[config.mk]
export PLATFORM = sky130hd
export DESIGN_NAME = uart_inst_rx
export DESIGN_NICKNAME = d
export VERILOG_FILES = /design/src/rtl/uart_inst_rx_pkg.sv /design/src/rtl/uart_inst_rx_sync2.sv /design/src/rtl/uart_inst_rx.sv
export SDC_FILE = /design/constraint.sdc
export NUM_CORES = 1
export LEC_CHECK = 0
export BUFFER_PORTS_ARGS = -buffer_cell sky130_fd_sc_hd__buf_4
export CAP_MARGIN = 20
export CORE_MARGIN = 3
export CORE_UTILIZATION = 35
export CTS_BUF_LIST = sky130_fd_sc_hd__clkbuf_8 sky130_fd_sc_hd__clkbuf_16
export CTS_CLUSTER_DIAMETER = 80
export DETAILED_ROUTE_END_ITERATION = 8
export GPL_TIMING_DRIVEN = 0
export HOLD_SLACK_MARGIN = 0.03
export PLACE_DENSITY = 0.52
export SKIP_CTS_REPAIR_TIMING = 1
export SYNTH_ARGS = -nofsm -noshare
export SYNTH_HDL_FRONTEND = slang
export SYNTH_SLANG_ARGS = --single-unit
[constraint.sdc]
create_clock -name clk -period 1.6 [get_ports clk]
set_input_delay 0.08 -clock clk [delete_from_list [all_inputs] [get_ports clk]]
set_output_delay 0.08 -clock clk [all_outputs]
set_load 0.01 [all_outputs]
[src/rtl/uart_inst_rx_pkg.sv]
// Shared constants for the instruction-byte UART receiver: FSM encoding,
// default bit timing and 8N1 frame geometry.
package uart_inst_rx_pkg;

  localparam int CLKS_PER_BIT_DEF = 100;
  localparam int DATA_BITS        = 8;

  localparam logic [2:0] ST_IDLE      = 3'd0;
  localparam logic [2:0] ST_START     = 3'd1;
  localparam logic [2:0] ST_DATA      = 3'd2;
  localparam logic [2:0] ST_STOP      = 3'd3;
  localparam logic [2:0] ST_WAIT_IDLE = 3'd4;

  // Serial data arrives LSB first, so each new bit enters at the top.
  function automatic logic [DATA_BITS-1:0] shift_in_lsb(
    input logic [DATA_BITS-1:0] i_sh,
    input logic                 i_bit
  );
    return {i_bit, i_sh[DATA_BITS-1:1]};
  endfunction

endpackage

[src/rtl/uart_inst_rx_sync2.sv]
// Two-flop synchronizer that resets to 1 (idle-high lines such as RsRx, btnS, btnR).
module rx_sync2 (
  input  logic clk,
  input  logic rst_n,
  input  logic i_d,
  output logic o_q
);

  logic r_meta;
  logic r_sync;

  // Two-stage capture of the asynchronous input.
  always_ff @(posedge clk or negedge rst_n) begin
    if (!rst_n) begin
      r_meta <= 1'b1;
      r_sync <= 1'b1;
    end else begin
      r_meta <= i_d;
      r_sync <= r_meta;
    end
  end

  assign o_q = r_sync;

endmodule

[src/rtl/uart_inst_rx.sv]
// 8N1 UART receiver delivering instruction bytes with a one-cycle valid strobe
// and a one-cycle framing-error strobe.
module uart_inst_rx
  import uart_inst_rx_pkg::*;
#(
  parameter int CLKS_PER_BIT = CLKS_PER_BIT_DEF,
  parameter int HALF_BIT     = CLKS_PER_BIT / 2
) (
  input  logic       clk,
  input  logic       rst_n,
  input  logic       RsRx,
  output logic [7:0] inst_wd,
  output logic       inst_vld,
  output logic       frm_err,
  output logic       busy
);

  localparam int CW = $clog2(CLKS_PER_BIT);
  localparam int BW = $clog2(DATA_BITS);
  localparam logic [CW-1:0] LAST_BIT  = CW'(CLKS_PER_BIT - 1);
  localparam logic [CW-1:0] LAST_HALF = CW'(HALF_BIT - 1);
  localparam logic [BW-1:0] LAST_DATA = BW'(DATA_BITS - 1);

  logic                 w_rx_s;
  logic [2:0]           r_state;
  logic [CW-1:0]        r_cnt;
  logic [BW-1:0]        r_bit;
  logic [DATA_BITS-1:0] r_shift;
  logic [7:0]           r_wd;
  logic                 r_vld;
  logic                 r_err;
  logic                 r_busy;

  rx_sync2 u_sync (
    .clk   (clk),
    .rst_n (rst_n),
    .i_d   (RsRx),
    .o_q   (w_rx_s)
  );

  // Frame FSM; the cycle counter restarts at every sample point.
  always_ff @(posedge clk or negedge rst_n) begin
    if (!rst_n) begin
      r_state <= ST_IDLE;
      r_cnt   <= '0;
      r_bit   <= '0;
      r_shift <= '0;
      r_wd    <= 8'h00;
      r_vld   <= 1'b0;
      r_err   <= 1'b0;
      r_busy  <= 1'b0;
    end else begin
      r_vld <= 1'b0;
      r_err <= 1'b0;
      case (r_state)
        ST_IDLE: begin
          r_cnt <= '0;
          r_bit <= '0;
          if (!w_rx_s) begin
            r_state <= ST_START;
            r_busy  <= 1'b1;
          end else begin
            r_busy  <= 1'b0;
          end
        end
        ST_START: begin
          if (r_cnt == LAST_HALF) begin
            r_cnt <= '0;
            if (!w_rx_s) begin
              r_state <= ST_DATA;
            end else begin
              r_state <= ST_IDLE;
              r_busy  <= 1'b0;
            end
          end else begin
            r_cnt <= r_cnt + 1'b1;
          end
        end
        ST_DATA: begin
          if (r_cnt == LAST_BIT) begin
            r_cnt   <= '0;
            r_shift <= shift_in_lsb(r_shift, w_rx_s);
            if (r_bit == LAST_DATA) begin
              r_state <= ST_STOP;
              r_bit   <= '0;
            end else begin
              r_bit   <= r_bit + 1'b1;
            end
          end else begin
            r_cnt <= r_cnt + 1'b1;
          end
        end
        ST_STOP: begin
          if (r_cnt == LAST_BIT) begin
            r_cnt <= '0;
            if (w_rx_s) begin
              r_wd    <= r_shift;
              r_vld   <= 1'b1;
              r_state <= ST_IDLE;
              r_busy  <= 1'b0;
            end else begin
              r_err   <= 1'b1;
              r_state <= ST_WAIT_IDLE;
            end
          end else begin
            r_cnt <= r_cnt + 1'b1;
          end
        end
        ST_WAIT_IDLE: begin
          // A held-low (break) line must return high before a new start is accepted.
          if (w_rx_s) begin
            r_state <= ST_IDLE;
            r_busy  <= 1'b0;
          end else begin
            r_state <= ST_WAIT_IDLE;
          end
        end
        default: begin
          r_state <= ST_IDLE;
          r_cnt   <= '0;
          r_bit   <= '0;
          r_busy  <= 1'b0;
        end
      endcase
    end
  end

  assign inst_wd  = r_wd;
  assign inst_vld = r_vld;
  assign frm_err  = r_err;
  assign busy     = r_busy;

endmodule
==> out/results.ini, run 1 <==
[drt]
drt_first_pass_iters = 6
routed-via-count = 1216
first_iteration_detailed_routing_drc_count = 96
totalWireLength_um = 3480
detail_route.drc_violations = 0
ant_nets = 0
route.detailed.vias_per_inst = 5.45
detail_route.wl_per_cell_um = 15.6

[global_route]
globalRouteOverflowTotal = 0
number_of_antenna_violations_at_the_first_check_in_global_routing = 0
number_of_global_route_vias_before_repair = 1127
global_route_wire_length_before_repair_um = 5420
pin_count_of_the_biggest_net_entering_global_routing = 35
grt_usage = 0.132

[power_and_ir_drop]
power_density_over_cell_area_nw_per_um2 = 804
maximum_resistive_drop_on_vdd_mv = 0.401
clkPwrFrac = 0.473
power.sequential.fraction = 0.511
power.switching_fraction = 0.194
share_comb_of_total_power = 0.016
power_report.internal_total_mw = 1.37
power.net_switching_mw = 0.329
power_leakage_nw = 1.03

[cts]
clock_path_buffers = 2
clock_latency_of_the_later_clocked_register_in_the_worst_skew_pair_ns = 0.28
cts_tree = yes
cts_htree_levels = 2
cts.sink_count = 34
path_clk_slew_ns = 0.07
root_driver = clkbuf_8
tritoncts.num_buffers = 5

[synth]
synth-seq-cells = 34
synth_async_sr_flop_share = 1.00
synth_cells = 140
synthesized_nets = 147
synth_cell_types = 41
synthDominantAreaCellType = dfrtp_1
yosys.area.top_type_share = 0.493
post_synth.cell_area_avg_um2 = 11.6
synth_most_common_cell = dfrtp_1
mappedNetlistArea_um2 = 1630
dominantRegCellSynth = dfrtp_1
synth_compound_area_frac = 0.135
yosysSeqAreaShare = 0.525
post_synth_fa_ha_maj_area_fraction = 0.0308
synth_commonest_cells = dfrtp_1, mux2_2, nand2_1, nand2b_1, o21ai_0
post_synth_xor_area_fraction = 0.00539
synth.mux.area_fraction = 0.111
synth_edf_count = 0
synth_simple_gate_area_share = 0.172
synth_top_family_by_area = simple AND/OR/NAND/NOR gates
netlist_top_cells_area = dfrtp_1, mux2_2, dfstp_2
synth.yosys.warnings = 0

[placement]
final_estimated_routing_congestion_in_global_placement = 0.772
portBuffers = 13
post-dp-hpwl_um = 2220
placed_cell_area_um2 = 1790
preCtsSetupSlack_ns = -0.292

[timing]
rsz_0062_raised_after_global_routing = yes
fin_crit_ns = 1.76
hold_violations = 0
final.setup.worst_slack_ns = -0.160
finalSetupViolations = 24
clock_skews_ns = 0.00571
drv_slew = 0
post-route-period-util = 1.10
max_freq_mhz = 568
slew_headroom = 0.607
worst_pin_slew_ns = 0.589

[die]
placementRows = 24
die_height_um = 74.1
initial_util = 0.368
io_pins = 14
fp.dieArea_um2 = 5500
placeableCoreArea_um2 = 4410
fp.dieW_um = 74.1

[layout]
antenna_cells = 0
filler_cell_count = 395
num-nets-final = 178
share_of_layout_cells_above_drive_strength_1 = 0.386
postLayoutCoreUtil = 0.479
finish.instance_area_um2 = 2110
area_delta_synth_final_pct = 30.0

[worst_setup_path]
cp.arrival_ns = 1.92
path_max_fanout = 8
cp-start-kind = flip-flop
cp_data_required_time_ns = 1.76
setup.worst_path.end_class = flip-flop
critPathKind = reg -> reg
r2r.worst_path.cells = 6

[run_status]
failed_checks = setup timing
outcome = complete, but fails checks

[worst_hold_path]
classification_of_the_worst_slack_hold_path = in -> async

[run]
drv.max_cap_violation_count = 0

[routing by layer]
| layer | vias up | global-route usage | part of all wire |
|---|---|---|---|
| met1 | 611 | 0.174 | 0.47 |
| met3 | 7 | 0.0459 | 0.040 |
| met5 | - | 0 | 0 |
| li1 | 572 | - | - |
| met4 | 0 | 0.0624 | 0.014 |
| met2 | 26 | 0.193 | 0.47 |
[worst paths after layout]
| check | from | to | slack [ns] |
|---|---|---|---|
| max | r_cnt[1] | r_shift[4] | -0.16 |
| min | rst_n | r_cnt[6] | 0.29 |
| max reg2reg | r_cnt[1] | r_shift[4] | -0.16 |
| min reg2reg | u_sync.r_meta | u_sync.o_q | 0.36 |
| max in group asynchronous | rst_n | u_sync.o_q | 0.97 |
| min in group clk | u_sync.r_meta | u_sync.o_q | 0.36 |
[kinds of logic (layout without fill, tap and decap cells)]
family,after synthesis,count (layout)
adders and majority gates,4,4
buffers and inverters,9,39
and+or+nand+nor,43,44
AOI/OAI and AO/OA,33,33
xor gates and xnor gates,1,1
muxes,16,16
DFF,34,34
[through the flow]
stage / instances / TNS (ns) / hold slack [ns] / power (mW)
floorplan: 140 / -0.599 / -0.216 / 0.886
global placement: 205 / -5.10 / 0.0501 / 0.907
detailed placement: 205 / -5.98 / 0.0595 / 0.909
CTS: 212 / -6.41 / -0.249 / 1.72
global route: 223 / -4.01 / 0.333 / 1.78
finish: 223 / -1.83 / 0.289 / 1.70
[critical path, stage by stage, from the launching register on]
cell and delay [ns]:
dfrtp_1 0.41, ha_4 0.19, and4bb_1 0.24, nand2_2 0.12, nor3_4 0.22, buf_12 0.16, mux2_4 0.30
[power by group through the flow]
stage	clock network [mW]	registers [mW]	logic, mW
2_1_floorplan	0	0.882	0.00343
3_3_place_gp	0	0.883	0.0244
3_5_place_dp	0	0.883	0.0254
4_1_cts	0.826	0.867	0.0254
5_1_grt	0.884	0.868	0.0334
6_report	0.803	0.868	0.0276
[flip-flops by register name, summed over array words and instances (netlist names)]
signal / count
frm_err: 1
r_bit: 3
r_cnt: 7
r_shift: 8
u_sync.o_q: 1
inst_vld: 1
u_sync.r_meta: 1
r_state: 3
busy: 1
inst_wd: 8
[cells in the final DEF (no fill, tap or decap), drive strengths merged, types with 7 or more instances in the layout]
master / Yosys / routed
buf: 0 / 21
dfrtp: 32 / 32
nor2: 7 / 7
clkbuf: 3 / 9
o21ai: 8 / 8
mux2: 16 / 16
nand2: 8 / 8
nand2b: 7 / 7
[final cells by class]
cell class / instances / area (µm²) / share of cell area
Timing Repair Buffer: 23 / 190 / 0.0900
Inverter: 6 / 22.5 / 0.0107
Tap cell: 52 / 65.1 / 0.0308
Multi-Input combinational cell: 98 / 853 / 0.404
Buffer: 3 / 13.8 / 0.00651
Sequential cell: 34 / 856 / 0.405
Clock inverter: 1 / 30.0 / 0.0142
Clock buffer: 6 / 82.6 / 0.0391
Note: power is estimated with default switching activity, not from simulation.
==> inputs of run 2 (changes only) <==
Settings changed: CTS_BUF_LIST sky130_fd_sc_hd__clkbuf_8 sky130_fd_sc_hd__clkbuf_16 to sky130_fd_sc_hd__clkbuf_4.
==> run 2 against run 1 <==
Net effect:
- the run still ends with setup timing left
- critical path type unchanged
- setup slack worse by 0.0025 ns
- final area down 2.0%
- maximum frequency down 0.14%
- largest power group unchanged
- largest cell class unchanged
- non-clock buffer count unchanged
- count of clock-buffer cells in the layout down 1
- critical path depth unchanged
==> out/results.ini, run 2 (synthesized netlist as in run 1, its figures left out) <==
[worst_setup_path]
critical-path-top-delay-family = simple AND/OR/NAND/NOR gates
critical-path-slowest-cell = dfrtp_1
cp.buffers_inverters = 1  ; unchanged
setup.worst_path.end_class = flip-flop
r2r.worst_path.cells = 6  ; unchanged
path_cells = ha_4, and4bb_1, nand2_2, nor3_4, buf_12, mux2_4
critical_path.max_stage_delay_ns = 0.43  ; +0.02 ns
path_max_fanout = 8  ; unchanged
rr_endpoint = r_shift[4]
cp-start-kind = flip-flop
ff2ff_setup_slack_ns = -0.16  ; about the same
cp_data_required_time_ns = 1.82  ; +0.06 ns
cp.arrival_ns = 1.98  ; +0.06 ns
crit-reg2reg-launch = r_cnt[0]
critPathKind = reg -> reg

[power_and_ir_drop]
power_leakage_nw = 1.01  ; -1.6%
power.sequential.fraction = 0.582  ; +0.071
maximum_resistive_drop_on_vdd_mv = 0.348  ; -13%
share_comb_of_total_power = 0.018  ; +0.002
power_report.internal_total_mw = 1.19  ; -13%
clkPwrFrac = 0.400  ; -0.073
power_density_over_cell_area_nw_per_um2 = 720  ; -10%
total_power_mw = 1.49  ; -12%
power.net_switching_mw = 0.304  ; -7.7%
power.switching_fraction = 0.204  ; +0.0100

[run_status]
failed_checks = setup timing
outcome = complete, but fails checks

[die]
die_height_um = 74.1  ; unchanged
fp.dieArea_um2 = 5500  ; unchanged
fp.dieW_um = 74.1  ; unchanged
placeableCoreArea_um2 = 4410  ; unchanged
initial_util = 0.368  ; unchanged
io_pins = 14  ; unchanged
placementRows = 24  ; unchanged

[layout]
num-nets-final = 178  ; unchanged
area_delta_synth_final_pct = 27.4
most-common-layout-cells = dfrtp_1, buf_4, mux2_4, mux2_2
antenna_cells = 0  ; unchanged
postLayoutCoreUtil = 0.469  ; -0.00964
layout_commonest_cell = dfrtp_1
share_of_layout_cells_above_drive_strength_1 = 0.374  ; -0.0117

[drt]
drt_first_pass_iters = 6  ; unchanged
first_iteration_detailed_routing_drc_count = 116  ; +21%
detail_route.drc_violations = 0  ; unchanged
route.detailed.vias_per_inst = 5.45  ; unchanged
routed-via-count = 1216  ; unchanged
detail_route.wl_per_cell_um = 15.4  ; -1.5%
ant_nets = 0  ; unchanged
totalWireLength_um = 3430  ; -1.5%

[cts]
root_driver = clkbuf_4
cts_htree_levels = 2  ; unchanged
clock_path_buffers = 2  ; unchanged
cts.sink_count = 34  ; unchanged
tritoncts.num_buffers = 5  ; unchanged
clock_latency_of_the_later_clocked_register_in_the_worst_skew_pair_ns = 0.33  ; +0.05 ns
cts_tree = yes
path_clk_slew_ns = 0.10  ; +0.03 ns

[timing]
fin_crit_ns = 1.76  ; +0.00246 ns
post-route-period-util = 1.10  ; +0.00154
hold_violations = 0  ; unchanged
final.setup.worst_slack_ns = -0.163  ; -0.00246 ns
max_freq_mhz = 567  ; -0.14%
rsz_0062_raised_after_global_routing = yes
worst_pin_slew_ns = 0.598  ; +0.00888 ns
drv_slew = 0  ; unchanged
slew_headroom = 0.601  ; -0.00592
clock_skews_ns = 0.00797  ; +0.00226 ns
finalSetupViolations = 24  ; unchanged

[global_route]
grt_usage = 0.131  ; -0.000565
globalRouteOverflowTotal = 0  ; unchanged
number_of_antenna_violations_at_the_first_check_in_global_routing = 0  ; unchanged
number_of_global_route_vias_before_repair = 1129  ; +0.18%
pin_count_of_the_biggest_net_entering_global_routing = 35  ; unchanged
global_route_wire_length_before_repair_um = 5400  ; -0.52%

[placement]
preCtsSetupSlack_ns = -0.292  ; unchanged
portBuffers = 13  ; unchanged
post-dp-hpwl_um = 2220  ; unchanged
final_estimated_routing_congestion_in_global_placement = 0.772  ; unchanged

[worst_hold_path]
classification_of_the_worst_slack_hold_path = in -> async

[run]
drv.max_cap_violation_count = 0  ; unchanged

## run 2: worst register-to-register path: cells and delay by family (launching register included)
family	cells	cell delay (ns)
flip-flops	1	0.43
multiplexers	1	0.31
AND/OR/NAND/NOR	3	0.56
adder cells (fa/ha/maj)	1	0.19
buffers and inverters	1	0.16
## run 2: layout make-up
class                      count  area [µm²]
buffer                         3        13.8
clock buffer                   5        37.5
clock inverter                 2        33.8
fill                         400        2340
inverter                       6        22.5
multi-input combinational     98         853
sequential                    34         855
tap                           52        65.1
timing repair buffer          23         190
## run 2: power groups by stage
stage	clock network, mW	logic (mW)	registers, mW
after floorplan	0	0.00343	0.882
after global placement	0	0.0244	0.883
after detailed placement	0	0.0254	0.883
after CTS	0.625	0.0254	0.867
after global routing	0.680	0.0334	0.869
final	0.596	0.0276	0.868
## run 2: routing by layer
| layer | global-route usage | vias up | routed length (µm) |
|---|---|---|---|
| met5 | 0 | - | 0 |
| met2 | 0.192 | 23 | 1590 |
| met1 | 0.173 | 603 | 1650 |
| li1 | - | 581 | - |
| met4 | 0.0624 | 0 | 70 |
| met3 | 0.0459 | 9 | 121 |
## run 2: how the worst max path moves through the flow
stage / from / end / slack (ns) / cells after the start
finish: r_cnt[0] / r_shift[4] / -0.16 / 6
detailed placement: r_cnt[0] / inst_wd[0] / -0.29 / 5
floorplan: r_cnt[0] / r_shift[0] / -0.07 / 5
CTS: r_cnt[0] / inst_wd[5] / -0.31 / 5
global route: r_cnt[0] / r_shift[6] / -0.24 / 6
global placement: r_cnt[0] / r_shift[5] / -0.27 / 5
## run 2: per-stage QoR
stage                     area [µm²]  setup TNS (ns)  instances  hold slack [ns]
final                           2070           -1.88        223            0.232
after global routing            2070           -4.18        223            0.258
after CTS                       1860           -6.47        212           -0.316
after detailed placement        1790           -5.98        205           0.0595
after global placement          1790           -5.10        205           0.0501
after floorplan                 1630          -0.599        140           -0.216
==> inputs of run 3 (changes only) <==
Settings changed: CORE_ASPECT_RATIO set to 1.4, SLEW_MARGIN set to 10, TNS_END_PERCENT set to 30.
==> run 3 against run 2 <==
Net effect:
- setup slack worse by 0.0063 ns
- global-route usage fell by 0.46 points
- the run still ends with setup timing left
- power is 8.7% lower
==> out/results.ini, run 3 (synthesized netlist as in run 1, its figures left out) <==
[layout]
final_cell_count_no_fill = 227  ; +1.8%
seq_area_um2 = 856  ; +0.15%
multiInputGateArea_um2 = 805  ; -5.7%
antenna_cells = 0  ; unchanged
share_of_layout_cells_above_drive_strength_1 = 0.317  ; -0.0569
postLayoutCoreUtil = 0.457  ; -0.0126
filler_cell_count = 432  ; +8.0%
num-nets-final = 173  ; -2.8%
area_delta_synth_final_pct = 22.0
most-common-layout-cells = dfrtp_1, buf_4, mux2_4, mux2_2
finish.instance_area_um2 = 1980  ; -4.2%
layout_commonest_cell = dfrtp_1

[die]
io_pins = 14  ; unchanged
initial_util = 0.374  ; +0.00594
fp.dieArea_um2 = 5510  ; +0.21%
die_height_um = 86.6  ; +17%
fp.dieW_um = 63.6  ; -14%
placementRows = 28  ; +17%
placeableCoreArea_um2 = 4340  ; -1.6%

[placement]
final_estimated_routing_congestion_in_global_placement = 0.864  ; +12%
portBuffers = 13  ; unchanged
post-dp-hpwl_um = 2260  ; +1.8%
dp_cells = 213  ; +3.9%
placed_cell_area_um2 = 1800  ; +0.56%

[worst_setup_path]
critPathKind = reg -> reg
cp_data_required_time_ns = 1.82  ; about the same
path_cells = ha_4, and4bb_1, nand2_2, nor3_4, buf_12, mux2_4
critical-path-slowest-cell = dfrtp_2
ff2ff_setup_slack_ns = -0.17  ; about the same
crit-reg2reg-launch = r_cnt[0]
cp.arrival_ns = 1.99  ; about the same
r2r.worst_path.cells = 6  ; unchanged
rr_endpoint = r_shift[3]
cp-start-kind = flip-flop
path_max_fanout = 8  ; unchanged
setup.worst_path.end_class = flip-flop
critical_path.max_stage_delay_ns = 0.44  ; about the same

[run_status]
outcome = complete, but fails checks
failed_checks = setup timing

[power_and_ir_drop]
power_density_over_cell_area_nw_per_um2 = 686  ; -4.7%
power_leakage_nw = 0.945  ; -6.7%
maximum_resistive_drop_on_vdd_mv = 0.589  ; +69%

[cts]
clock_path_buffers = 2  ; unchanged
root_driver = clkbuf_4
tritoncts.num_buffers = 5  ; unchanged
cts_tree = yes
clock_latency_of_the_later_clocked_register_in_the_worst_skew_pair_ns = 0.33  ; about the same
cts_htree_levels = 2  ; unchanged
path_clk_slew_ns = 0.11  ; about the same
cts.sink_count = 34  ; unchanged

[timing]
slew_headroom = 0.567  ; -0.0339
max_freq_mhz = 565  ; -0.36%
post-route-period-util = 1.11  ; +0.00396
finalSetupViolations = 24  ; unchanged
final.setup.worst_slack_ns = -0.169  ; -0.00633 ns
rsz_0062_raised_after_global_routing = yes
clock_skews_ns = 0.00989  ; +0.00193 ns
setup-tns-final_ns = -2.58  ; -0.701 ns
hold_violations = 0  ; unchanged
fin_crit_ns = 1.77  ; +0.00633 ns
drv_slew = 0  ; unchanged
worst_pin_slew_ns = 0.649  ; +0.0509 ns

[drt]
route.detailed.vias_per_inst = 5.23  ; -4.1%
routed-via-count = 1187  ; -2.4%
totalWireLength_um = 3340  ; -2.7%
ant_nets = 0  ; unchanged
detail_route.drc_violations = 0  ; unchanged
drt_first_pass_iters = 5  ; -1
first_iteration_detailed_routing_drc_count = 31  ; -73%
detail_route.wl_per_cell_um = 14.7  ; -4.5%

[global_route]
pin_count_of_the_biggest_net_entering_global_routing = 35  ; unchanged
number_of_antenna_violations_at_the_first_check_in_global_routing = 0  ; unchanged
number_of_global_route_vias_before_repair = 1172  ; +3.8%
global_route_wire_length_before_repair_um = 5460  ; +1.3%
grt_usage = 0.126  ; -0.00464
globalRouteOverflowTotal = 0  ; unchanged

[run]
drv.max_cap_violation_count = 0  ; unchanged

[worst_hold_path]
classification_of_the_worst_slack_hold_path = in -> async

-- run 3: changes by cell type in the layout (fill, tap and decap cells not counted), moves of 2 or more --
cell	change
o21ai_2	-2
clkbuf_2	-2
a221oi_2	-3
buf_4	-4
a221oi_1	+3
clkbuf_1	+2
-- run 3: critical path: cells and delay by family, from the launching register on --
family,cells,cell delay (ns)
adder cells (fa/ha/maj),1,0.17
buffers and inverters,1,0.17
flip-flops,1,0.44
multiplexers,1,0.30
AND/OR/NAND/NOR,3,0.57
-- run 3: through the flow --
stage          worst slack, ns  hold WS, ns  power, mW
3_5_place_dp            -0.278       0.0542      0.908
2_1_floorplan          -0.0749       -0.216      0.886
5_1_grt                 -0.243        0.243       1.42
3_3_place_gp            -0.272       0.0487      0.907
6_report                -0.169        0.212       1.36
4_1_cts                 -0.314       -0.321       1.38
-- run 3: cell type report --
type,instances,share of cell area
Sequential cell,34,0.432
Multi-Input combinational cell,97,0.406
Timing Repair Buffer,19,0.0808
Tap cell,60,0.0379
Clock buffer,5,0.0189
Inverter,6,0.0114
Clock inverter,3,0.00820
Buffer,3,0.00568
-- run 3: how the worst max path moves through the flow --
stage,from,end,slack [ns],cells past startpoint
floorplan,r_cnt[0],r_shift[0],-0.07,5
global placement,r_cnt[0],r_shift[7],-0.27,5
detailed placement,r_cnt[0],r_shift[1],-0.28,5
CTS,r_cnt[0],r_shift[3],-0.31,5
global route,r_cnt[1],r_shift[3],-0.24,6
finish,r_cnt[0],r_shift[3],-0.17,6
-- run 3: per-layer routing --
metal	track usage	up-vias	wire length, µm
li1	-	564	-
met3	0.0324	10	101
met1	0.140	589	1430
met4	0.0668	0	82
met2	0.221	24	1720
met5	0	-	0
-- run 3: power by group --
part | switching, mW | total, mW | internal [mW]
clock | 0.303 | 0.467 | 0.163
sequential | 0.00323 | 0.867 | 0.864
combinational | 0.0195 | 0.0276 | 0.00807
total | 0.326 | 1.36 | 1.04
